===== src/rtl/ysyx_22050019_lsu_ctrl.sv =====
// Load/store unit controller. It accepts one memory instruction at a time and
// runs a req/gnt/rvalid transaction on the data port. Store data and strobes
// are aligned to the addressed lane, and load data is extended.
// The write-back triple is zero unless it is valid, so MEM/WB can OR it in.
module ysyx_22050019_lsu_ctrl #(
    parameter int TIMEOUT = 255,
    parameter int TW      = 8
) (
    input  logic        clk,
    input  logic        rst_n,          // active-high despite the name
    input  logic        valid_i,
    output logic        ready_o,
    input  logic [63:0] pc_i,
    input  logic        mem_ren_i,
    input  logic        mem_wen_i,
    input  logic [2:0]  mem_op_i,
    input  logic [63:0] addr_i,
    input  logic [63:0] wdata_i,
    input  logic [4:0]  rd_i,
    output logic        dmem_req_o,
    output logic        dmem_we_o,
    output logic [63:0] dmem_addr_o,
    output logic [63:0] dmem_wdata_o,
    output logic [7:0]  dmem_wstrb_o,
    input  logic        dmem_gnt_i,
    input  logic        dmem_rvalid_i,
    input  logic [63:0] dmem_rdata_i,
    output logic        done_o,
    output logic [63:0] pc_o,
    output logic        reg_we_lsu_o,
    output logic [4:0]  reg_waddr_lsu_o,
    output logic [63:0] reg_wdata_lsu_o,
    output logic        err_o
);

    typedef enum logic [1:0] {IDLE, REQ, WAIT, RESP} state_e;

    state_e        state_q, state_d;
    logic [TW-1:0] cnt_q, cnt_d, cnt_inc;
    logic [63:0]   pc_q, addr_q, wdata_q, ldata_q;
    logic          ren_q, wen_q, err_q;
    logic [2:0]    op_q;
    logic [4:0]    rd_q;
    logic [7:0]    strb_q, strb_base;
    logic          accept, misaligned, tmo, capture;
    logic [63:0]   lane, ld_ext;

    assign accept  = valid_i && (state_q == IDLE);
    assign cnt_inc = cnt_q + 1'b1;

    // Alignment check and strobe pattern for the incoming instruction
    always_comb begin
        misaligned = 1'b0;
        strb_base  = 8'hFF;
        case (mem_op_i[1:0])
            2'b00: strb_base = 8'h01;
            2'b01: begin strb_base = 8'h03; misaligned = addr_i[0]; end
            2'b10: begin strb_base = 8'h0F; misaligned = (addr_i[1:0] != 2'b00); end
            default: misaligned = (addr_i[2:0] != 3'b000);
        endcase
    end

    // Select the addressed lane of the read data and extend it
    always_comb begin
        lane = dmem_rdata_i >> {addr_q[2:0], 3'b000};
        case (op_q)
            3'b000:  ld_ext = {{56{lane[7]}},  lane[7:0]};
            3'b001:  ld_ext = {{48{lane[15]}}, lane[15:0]};
            3'b010:  ld_ext = {{32{lane[31]}}, lane[31:0]};
            3'b100:  ld_ext = {56'd0, lane[7:0]};
            3'b101:  ld_ext = {48'd0, lane[15:0]};
            3'b110:  ld_ext = {32'd0, lane[31:0]};
            default: ld_ext = lane;
        endcase
    end

    // Next-state logic; the wait counter restarts on each entry to REQ or WAIT
    always_comb begin
        state_d = state_q;
        cnt_d   = cnt_q;
        tmo     = 1'b0;
        capture = 1'b0;
        case (state_q)
            IDLE: if (accept) begin
                cnt_d = '0;
                if (!mem_ren_i && !mem_wen_i) state_d = RESP;
                else if (misaligned)          state_d = RESP;
                else                          state_d = REQ;
            end
            REQ: begin
                // An rvalid in the gnt cycle is illegal on this bus and is ignored
                if (dmem_gnt_i) begin
                    state_d = wen_q ? RESP : WAIT;
                    cnt_d   = '0;
                end else if (cnt_inc == TW'(TIMEOUT)) begin
                    state_d = RESP;
                    tmo     = 1'b1;
                end else begin
                    cnt_d = cnt_inc;
                end
            end
            WAIT: begin
                if (dmem_rvalid_i) begin
                    state_d = RESP;
                    capture = 1'b1;
                end else if (cnt_inc == TW'(TIMEOUT)) begin
                    state_d = RESP;
                    tmo     = 1'b1;
                end else begin
                    cnt_d = cnt_inc;
                end
            end
            default: state_d = IDLE;
        endcase
    end

    // State and timeout counter
    always_ff @(posedge clk or posedge rst_n) begin
        if (rst_n) begin
            state_q <= IDLE;
            cnt_q   <= '0;
        end else begin
            state_q <= state_d;
            cnt_q   <= cnt_d;
        end
    end

    // Instruction latch, pre-aligned store data, error flag and load result
    always_ff @(posedge clk or posedge rst_n) begin
        if (rst_n) begin
            pc_q    <= '0;
            addr_q  <= '0;
            wdata_q <= '0;
            ldata_q <= '0;
            ren_q   <= 1'b0;
            wen_q   <= 1'b0;
            err_q   <= 1'b0;
            op_q    <= '0;
            rd_q    <= '0;
            strb_q  <= '0;
        end else begin
            if (accept) begin
                pc_q    <= pc_i;
                addr_q  <= addr_i;
                wdata_q <= wdata_i << {addr_i[2:0], 3'b000};
                strb_q  <= strb_base << addr_i[2:0];
                ren_q   <= mem_ren_i;
                wen_q   <= mem_wen_i;
                op_q    <= mem_op_i;
                rd_q    <= rd_i;
                err_q   <= (mem_ren_i || mem_wen_i) && misaligned;
                ldata_q <= '0;
            end
            if (tmo)     err_q   <= 1'b1;
            if (capture) ldata_q <= ld_ext;
        end
    end

    // Outputs come from registered state only; bus fields are zero unless requesting
    always_comb begin
        ready_o         = (state_q == IDLE);
        dmem_req_o      = (state_q == REQ);
        dmem_we_o       = dmem_req_o && wen_q;
        dmem_addr_o     = dmem_req_o ? {addr_q[63:3], 3'b000} : 64'd0;
        dmem_wdata_o    = dmem_we_o ? wdata_q : 64'd0;
        dmem_wstrb_o    = dmem_we_o ? strb_q : 8'd0;
        done_o          = (state_q == RESP);
        pc_o            = done_o ? pc_q : 64'd0;
        err_o           = done_o && err_q;
        reg_we_lsu_o    = done_o && ren_q && !err_q && (rd_q != 5'd0);
        reg_waddr_lsu_o = reg_we_lsu_o ? rd_q : 5'd0;
        reg_wdata_lsu_o = reg_we_lsu_o ? ldata_q : 64'd0;
    end

endmodule


===== config.mk =====
export PLATFORM = sky130hd
export DESIGN_NAME = ysyx_22050019_lsu_ctrl
export DESIGN_NICKNAME = d
export VERILOG_FILES = /design/src/rtl/ysyx_22050019_lsu_ctrl.sv
export SDC_FILE = /design/constraint.sdc
export NUM_CORES = 1
export LEC_CHECK = 0
export BUFFER_PORTS_ARGS = -buffer_cell sky130_fd_sc_hd__buf_4
export CAP_MARGIN = 15
export CELL_PAD_IN_SITES_DETAIL_PLACEMENT = 1
export CELL_PAD_IN_SITES_GLOBAL_PLACEMENT = 2
export CORE_MARGIN = 5
export CORE_UTILIZATION = 32
export CTS_BUF_LIST = sky130_fd_sc_hd__clkbuf_4 sky130_fd_sc_hd__clkbuf_8
export CTS_CLUSTER_DIAMETER = 50
export DETAILED_ROUTE_END_ITERATION = 6
export PLACE_DENSITY = 0.85
export SLEW_MARGIN = 25
export SYNTH_ARGS = -nofsm -noshare
export SYNTH_HDL_FRONTEND = slang
export SYNTH_SLANG_ARGS = --single-unit

===== constraint.sdc =====
create_clock -name clk -period 12.34 [get_ports clk]
set_input_delay 3.702 -clock clk [delete_from_list [all_inputs] [get_ports clk]]
set_output_delay 3.702 -clock clk [all_outputs]
set_load 0.01 [all_outputs]

==> results of run 1 <==
## metrics by stage
step                power, mW  instances  setup slack (ns)  utilization, %  hold slack [ns]
finish                   4.99       2785              5.26            43.6            0.474
global route             5.32       2784              4.84            43.6            0.494
CTS                      5.04       2780              4.77            43.5            0.480
detailed placement       3.88       2672              5.54            40.9            0.463
global placement         3.80       2672              5.81            40.9            0.454
floorplan                3.04       1579             0.774               -            0.440
## report_power, final
part           internal (mW)  switching (mW)  leakage [nW]
Combinational           1.01            1.18          6.55
Clock                  0.654           0.467         0.714
Sequential              1.37           0.314          3.55
Total                   3.03            1.96          10.8
## cell usage after synthesis, drive strengths merged, types with 2 or more instances
master	number
dfrtp	285
and2	200
mux2	151
nand2	142
o21ai	139
mux2i	99
clkbuf	90
and3	76
buf	53
mux4	45
a21oi	41
nor2	32
a22o	28
a22oi	27
inv	22
o22ai	21
nand2b	15
a211oi	14
nor2b	12
o31ai	12
a2bb2oi	10
a221oi	7
ha	7
a21o	6
or2	5
nand3	4
o21a	4
a2111oi	3
a21boi	3
a31oi	3
nor3	3
nor3b	2
o32ai	2
or3	2
## routing by layer
layer | up-vias | global-route usage (%) | share of wire (%)
met1 | 7395 | 27.3 | 39
met4 | 10 | 8.48 | 3.9
li1 | 6576 | - | -
met3 | 140 | 8.42 | 8.3
met5 | - | 0 | 0.12
met2 | 499 | 37.9 | 49
## state kept, by name (all words and copies together) (netlist names)
name	cells
state_q	2
cnt_q	8
addr_q	64
wen_q	1
rd_q	5
op_q	3
strb_q	8
err_q	1
ldata_q	64
pc_q	64
wdata_q	64
ren_q	1
## critical path: stages (launching register included)
cell and delay, ns:
dfrtp_1 0.53, ha_4 0.59, nand2_1 0.10, nor2_1 0.27
o21a_2 0.78, and2_1 0.25, buf_4 0.13
## cell type report
type | instances | share of cell area [%]
clock inverter | 21 | 0.893
clock buffer | 87 | 5.10
sequential | 285 | 32.1
multi-input combinational | 1129 | 38.8
tap | 680 | 3.82
antenna | 5 | 0.0562
inverter | 22 | 0.427
timing repair buffer | 556 | 18.8
## path summary, 6_finish.rpt
path	to	cells past startpoint	from	slack (ns)
setup / recovery	reg_wdata_lsu_o[15]	6	state_q[0]	5.26
hold / removal	wdata_q[13]	2	wdata_q[13]	0.47
setup reg to reg	wdata_q[16]	8	state_q[0]	8.58
hold reg to reg	wdata_q[13]	2	wdata_q[13]	0.47
max in group asynchronous	addr_q[1]	3	rst_n	7.81
min in group asynchronous	pc_q[15]	2	rst_n	3.10
## logic make-up after synthesis
family	after synthesis	synth area share (%)
buf+inv	165	4.35
flops	285	43.4
other cells	1	0.0228
compound gates	326	12.8
fa+ha+maj	7	0.533
simple gates	498	16.4
mux	295	22.5
==> metrics.cfg, run 1 <==
[grt]
track_usage_pct=22.9
grt_pass1_wl_um=100000
grt_pass1_vias=15900
antenna_found_initial=10
grt_overflow=0
grt_max_degree=156

[logic_synthesis]
yosys-top-cells-area=dfrtp_1 (43%), mux2_2 (10%), and2_1 (7.6%), mux4_2 (6.2%), mux2i_1 (6.0%)
synth_ff_type=dfrtp_1
ys_ff_latch=285
synth-seq-area-share_pct=43.4
syn_area_um2=16400
synth_cell_type_count=57
yosysTopAreaCellShare_pct=43.4
ys_warn_count=0
async_flop_share_pct=100
syn_inst=1577
syn_avg_cell_area_um2=10.4
yosysTopAreaCell=dfrtp_1
synth_edf_count=0

[clock_tree]
cts_buffers=58
cts_tree=yes
path_clk_slew_ns=0.06
clk_path_buf_depth=3
htree_levels=2
cts_setup_buffers=0
ctsHoldBuffers=0
insertion_delay_ns=0.65
clock-sinks=285
cts-resized-gates=0
root_buffer=clkbuf_8

[job]
drv_cap=0

[route]
drc_errors=0
via_count=14600
drtIter0Drc=948
vias_per_cell=5.25
postRouteAntennaNets=0
routed_wl_um=66800
avgRoutedWirePerCell_um=24.0
firstDrtPassIters=5

[final_layout]
multi_input_area_um2=8650
syn2layout_area_growth_pct=35.5
final.fill_count=5812
nNetsFinal=2330
final_cell_area_um2=22300
final_cell_mix=buf_4 (554), dfrtp_1 (281), and2_1 (200)
final_common_cell=buf_4
drive_gt1_share_pct=42.5
ff_latch_area_um2=7140

[sta]
relSlewSlack_pct=30.5
skew_ns=0.0191
setup_violations=0
worst_slew_pin_slew_ns=1.04
final_max_slew_viol_count=0
rsz0062_at_grt=false
fmax_mhz=141
finalCritPeriodShare_pct=57.4
min_period_ns=7.08
finalSetupTns_ns=0
hold_viol=0

[placed_design]
portBuffers=542
gp_congestion=0.852
place_area_um2=20900
hpwl_um=48700

[worst_hold_path]
hold_path_class=register to register

[floorplan]
row_count=83
start_util_pct=32.2
die_w_um=237
io_pins=546
die_h_um=237
dieArea_um2=56000
core-area_um2=51100

[worst_setup_path]
cp_data_required_time_ns=8.64
criticalPathCategory=register to primary output
cp_max_fo=70
endpoint_kind=primary output
crit_arrival_ns=3.38
start_kind=register

[pwr]
vdd_drop_max_mv=0.124
power.density_nw_per_um2=224
p_leak_nw=10.8

[outcome]
status=finished clean

Note: power is estimated with default switching activity, not from simulation.
==> run 2, diff against run 1 <==
--- a/config.mk
+++ b/config.mk
@@ -10,11 +10,11 @@
 export CELL_PAD_IN_SITES_DETAIL_PLACEMENT = 1
 export CELL_PAD_IN_SITES_GLOBAL_PLACEMENT = 2
 export CORE_MARGIN = 5
-export CORE_UTILIZATION = 32
+export CORE_UTILIZATION = 29
 export CTS_BUF_LIST = sky130_fd_sc_hd__clkbuf_4 sky130_fd_sc_hd__clkbuf_8
 export CTS_CLUSTER_DIAMETER = 50
 export DETAILED_ROUTE_END_ITERATION = 6
-export PLACE_DENSITY = 0.85
+export PLACE_DENSITY = 0.81
 export SLEW_MARGIN = 25
 export SYNTH_ARGS = -nofsm -noshare
 export SYNTH_HDL_FRONTEND = slang
==> constraint.sdc (replaced) <==
create_clock -name clk -period 5.95 [get_ports clk]
set_input_delay 1.785 -clock clk [delete_from_list [all_inputs] [get_ports clk]]
set_output_delay 1.785 -clock clk [all_outputs]
set_load 0.01 [all_outputs]
==> run 2 against run 1 <==
Compared with the run above:
- combinational power is 110% higher
- via count hardly changed
- critical endpoint is now reg_wdata_lsu_o[27]
- critical path type unchanged
- worst setup slack worse by 4.1 ns
- utilization is 3.8 points lower
- clock power is 100% higher
- clock skew is 0.035 ns higher
- highest routed layer unchanged
- largest power group unchanged
==> metrics.cfg, run 2 (synthesis results as in run 1) <==
[route]
routed_wl_um=68300
via_count=14600
postRouteAntennaNets=0
avgRoutedWirePerCell_um=23.9
drtIter0Drc=876
vias_per_cell=5.11
firstDrtPassIters=5
drc_errors=0

[final_layout]
fin_util_pct=39.8
final_cell_mix=buf_4 (554), dfrtp_1 (281), and2_1 (200)
syn2layout_area_growth_pct=36.2
nNetsFinal=2333
fin_cells=2861
final.fill_count=6315
final_common_cell=buf_4
final_cell_area_um2=22400
drive_gt1_share_pct=42.6

[sta]
holdWs_ns=0.470
hold_viol=0
finalCritPeriodShare_pct=80.1
setup_violations=0
fmax_mhz=210
rsz0062_at_grt=false
final_max_slew_viol_count=0
relSlewSlack_pct=34.2
skew_ns=0.0543
min_period_ns=4.77
finalSetupTns_ns=0
worst_slew_pin_slew_ns=0.984

[clock_tree]
clk_path_buf_depth=3
ctsHoldBuffers=0
cts_setup_buffers=0
clock-sinks=285
cts_buffers=58
cts_tree=yes
insertion_delay_ns=0.68
cts-resized-gates=0
root_buffer=clkbuf_8
path_clk_slew_ns=0.06
htree_levels=2

[worst_setup_path]
cp_data_required_time_ns=4.16
cp_max_fo=65
r2r_setup_slack_ns=2.67
critPathCapture=reg_wdata_lsu_o[27]
criticalPathCategory=register to primary output
endpoint_kind=primary output
crit_arrival_ns=2.98
setup.worst_path.start=state_q[0]
r2r_cells=6
start_kind=register
r2r-start=state_q[0]
reg2reg_to=wdata_q[0]

[grt]
grt_pass1_vias=16100
grt_max_degree=166
grt_overflow=0
track_usage_pct=21.3
grt_pass1_wl_um=101000
antenna_found_initial=9

[pwr]
pwr-share-comb_pct=44.3
p_clk_share_pct=22.1
p_int_mw=6.24
p_leak_nw=10.8
netSwitchingPower_mw=4.13
share_seq_of_total_power_pct=33.6
power.density_nw_per_um2=464
vdd_drop_max_mv=0.249
switching_share_pct=39.8

[placed_design]
numPlacedInstances=2750
portBuffers=542
hpwl_um=50500
gp_congestion=0.897
place_area_um2=21000

[outcome]
status=finished clean

[job]
drv_cap=0

[floorplan]
start_util_pct=29.2
core-area_um2=56300
row_count=87
dieArea_um2=61500
die_w_um=248
io_pins=546
die_h_um=248

[worst_hold_path]
hold_path_class=register to register

[run 2: cell type report]
class	count	area [um^2]	area share [%]
timing repair buffer	559	4260	19.0
clock buffer	84	1060	4.75
multi-input combinational	1129	8640	38.6
clock inverter	22	240	1.07
sequential	285	7140	31.9
antenna	4	10.0	0.0447
inverter	22	86.3	0.386
tap	756	946	4.23
[run 2: how the worst min path moves through the flow]
| stage | from | endpoint | slack [ns] | cells past startpoint |
|---|---|---|---|---|
| 5_1_grt | ldata_q[32] | ldata_q[32] | 0.49 | 2 |
| 2_1_floorplan | ldata_q[56] | ldata_q[56] | 0.44 | 2 |
| 3_5_place_dp | wdata_q[33] | wdata_q[33] | 0.46 | 2 |
| 6_report | ldata_q[60] | ldata_q[60] | 0.47 | 2 |
| 3_3_place_gp | ldata_q[1] | ldata_q[1] | 0.46 | 2 |
| 4_1_cts | ldata_q[60] | ldata_q[60] | 0.48 | 2 |
[run 2: metal layers]
metal	vias up	track usage, %	share of wire (%)
li1	6574	-	-
met1	7397	25.9	39
met2	502	35.8	49
met3	128	7.01	8.6
met4	12	6.95	3.3
met5	-	0	0.13
[run 2: per-stage QoR]
| stage | worst slack [ns] | power (mW) |
|---|---|---|
| after global placement | 1.93 | 7.98 |
| after floorplan | 0.388 | 6.31 |
| after CTS | 1.07 | 10.5 |
| after detailed placement | 1.83 | 8.14 |
| after global routing | 0.883 | 11.1 |
| final | 1.18 | 10.4 |
[run 2: worst max-delay path, cell delays in order, from the launching register on]
cell and delay (ns):
dfrtp_1 0.51, ha_2 0.23, nand2_1 0.05, nor2_1 0.26, o21a_2 0.81, and2_1 0.27, buf_4 0.13
[run 2: power groups by stage]
| stage | clock network (mW) | registers (mW) | logic [mW] |
|---|---|---|---|
| after CTS | 2.37 | 3.48 | 4.65 |
| after global placement | 0 | 3.47 | 4.51 |
| after global routing | 2.47 | 3.59 | 5.02 |
| after floorplan | 0 | 3.15 | 3.16 |
| final | 2.29 | 3.48 | 4.60 |
| after detailed placement | 0 | 3.50 | 4.64 |
==> run 3, diff against run 2 <==
--- a/config.mk
+++ b/config.mk
@@ -10,11 +10,11 @@
 export CELL_PAD_IN_SITES_DETAIL_PLACEMENT = 1
 export CELL_PAD_IN_SITES_GLOBAL_PLACEMENT = 2
 export CORE_MARGIN = 5
-export CORE_UTILIZATION = 29
+export CORE_UTILIZATION = 32
 export CTS_BUF_LIST = sky130_fd_sc_hd__clkbuf_4 sky130_fd_sc_hd__clkbuf_8
 export CTS_CLUSTER_DIAMETER = 50
 export DETAILED_ROUTE_END_ITERATION = 6
-export PLACE_DENSITY = 0.81
+export PLACE_DENSITY = 0.85
 export SLEW_MARGIN = 25
 export SYNTH_ARGS = -nofsm -noshare
 export SYNTH_HDL_FRONTEND = slang
==> constraint.sdc (replaced) <==
create_clock -name clk -period 5 [get_ports clk]
set_input_delay 1.5 -clock clk [delete_from_list [all_inputs] [get_ports clk]]
set_output_delay 1.5 -clock clk [all_outputs]
set_load 0.01 [all_outputs]
==> run 3 against run 2 <==
Compared with the run above:
- sequential share of layout area grew 0.17 points
- cell area shrank 0.54%
- die area shrank 9.0%
- worst setup slack lost 0.56 ns
- final cell count shrank 2.6%
- clock power grew 17%
- via count shrank 0.38%
- power grew 18%
- worst hold slack gained 0.0017 ns
- combinational power grew 18%
- routed wire length shrank 3.8%
- critical endpoint is now reg_wdata_lsu_o[24]
- highest routed layer unchanged
==> metrics.cfg, run 3 (synthesis results as in run 1) <==
[sta]
holdWs_ns=0.472
final_max_slew_viol_count=0
setup_violations=0
hold_viol=0
relSlewSlack_pct=37.7
worst_slew_pin_slew_ns=0.935
rsz0062_at_grt=false
min_period_ns=4.38
finalCritPeriodShare_pct=87.5
fmax_mhz=228
skew_ns=0.0572

[outcome]
status=finished clean

[final_layout]
final.fill_count=5801
nNetsFinal=2336
final_common_cell=buf_4
drive_gt1_share_pct=42.5
final_cell_mix=buf_4 (560), dfrtp_1 (281), and2_1 (200)
syn2layout_area_growth_pct=35.4

[clock_tree]
cts-resized-gates=0
ctsHoldBuffers=0
clock-sinks=285
htree_levels=2
clk_path_buf_depth=3
cts_setup_buffers=0
root_buffer=clkbuf_8
insertion_delay_ns=0.68
path_clk_slew_ns=0.06
cts_tree=yes
cts_buffers=57

[worst_setup_path]
cp_max_fo=65
endpoint_kind=primary output
crit_arrival_ns=2.88
cp_data_required_time_ns=3.50
criticalPathCategory=register to primary output
start_kind=register

[worst_hold_path]
hold_path_class=register to register

[route]
avgRoutedWirePerCell_um=23.6
vias_per_cell=5.23
drtIter0Drc=905
postRouteAntennaNets=0
drc_errors=0
routed_wl_um=65700
firstDrtPassIters=5
via_count=14600

[placed_design]
portBuffers=542
hpwl_um=48700
gp_congestion=0.870

[floorplan]
core-area_um2=51100
dieArea_um2=56000
row_count=83
die_w_um=237
io_pins=546
die_h_um=237
start_util_pct=32.2

[pwr]
p_leak_nw=10.8
power.density_nw_per_um2=549
vdd_drop_max_mv=0.314
total_power_mw=12.2

[grt]
grt_max_degree=149
grt_pass1_vias=15800
antenna_found_initial=8
grt_pass1_wl_um=99300
track_usage_pct=22.6
grt_overflow=0

[job]
drv_cap=0

run 3: worst paths after layout:
check                            start                  end  slack (ns)  cells past startpoint
min in group asynchronous        rst_n          ldata_q[53]        0.78                      2
max                         state_q[0]  reg_wdata_lsu_o[24]        0.62                      6
min reg2reg                ldata_q[63]          ldata_q[63]        0.47                      2
max reg2reg                  addr_q[0]          ldata_q[54]        1.84                      6
min                        ldata_q[63]          ldata_q[63]        0.47                      2
max in group asynchronous        rst_n           wdata_q[1]        3.18                      3
run 3: through the flow:
step | area, um^2 | setup TNS (ns) | setup WS (ns) | utilization [%] | cells
after floorplan | 16400 | -79.02 | -0.277 | - | 1579
after global placement | 21000 | 0 | 1.13 | 41.0 | 2679
after detailed placement | 21000 | 0 | 1.09 | 41.0 | 2679
after CTS | 22300 | 0 | 0.551 | 43.5 | 2783
after global routing | 22300 | 0 | 0.344 | 43.6 | 2784
final | 22300 | 0 | 0.623 | 43.6 | 2786
run 3: report_power, final:
group	leakage (nW)	internal [mW]	switching, mW
Sequential	3.55	3.38	0.738
Clock	0.673	1.53	1.14
Combinational	6.58	2.51	2.93
Total	10.8	7.42	4.81
run 3: cell type report:
| cell class | instances | area (um^2) | share of cell area, % |
|---|---|---|---|
| multi-input combinational | 1129 | 8630 | 38.8 |
| timing repair buffer | 563 | 4260 | 19.2 |
| inverter | 22 | 86.3 | 0.388 |
| tap | 680 | 851 | 3.82 |
| antenna | 3 | 7.51 | 0.0337 |
| clock inverter | 16 | 169 | 0.759 |
| clock buffer | 88 | 1110 | 4.99 |
| sequential | 285 | 7140 | 32.1 |
run 3: metal layers:
layer / part of all wire (%) / vias up / routed length, um / GRT usage [%]
li1: - / 6580 / - / -
met4: 2.9 / 14 / 1920 / 6.45
met5: 0.13 / - / 85 / 0
met2: 50 / 497 / 32800 / 38.8
met1: 39 / 7350 / 25500 / 26.9
met3: 8.3 / 117 / 5420 / 7.88
run 3: critical path: stages, from the launching register on:
cell and delay (ns):
dfrtp_1 0.49, ha_2 0.23, nand2_1 0.05, nor2_1 0.23
o21a_2 0.79, and2_1 0.25, buf_4 0.13
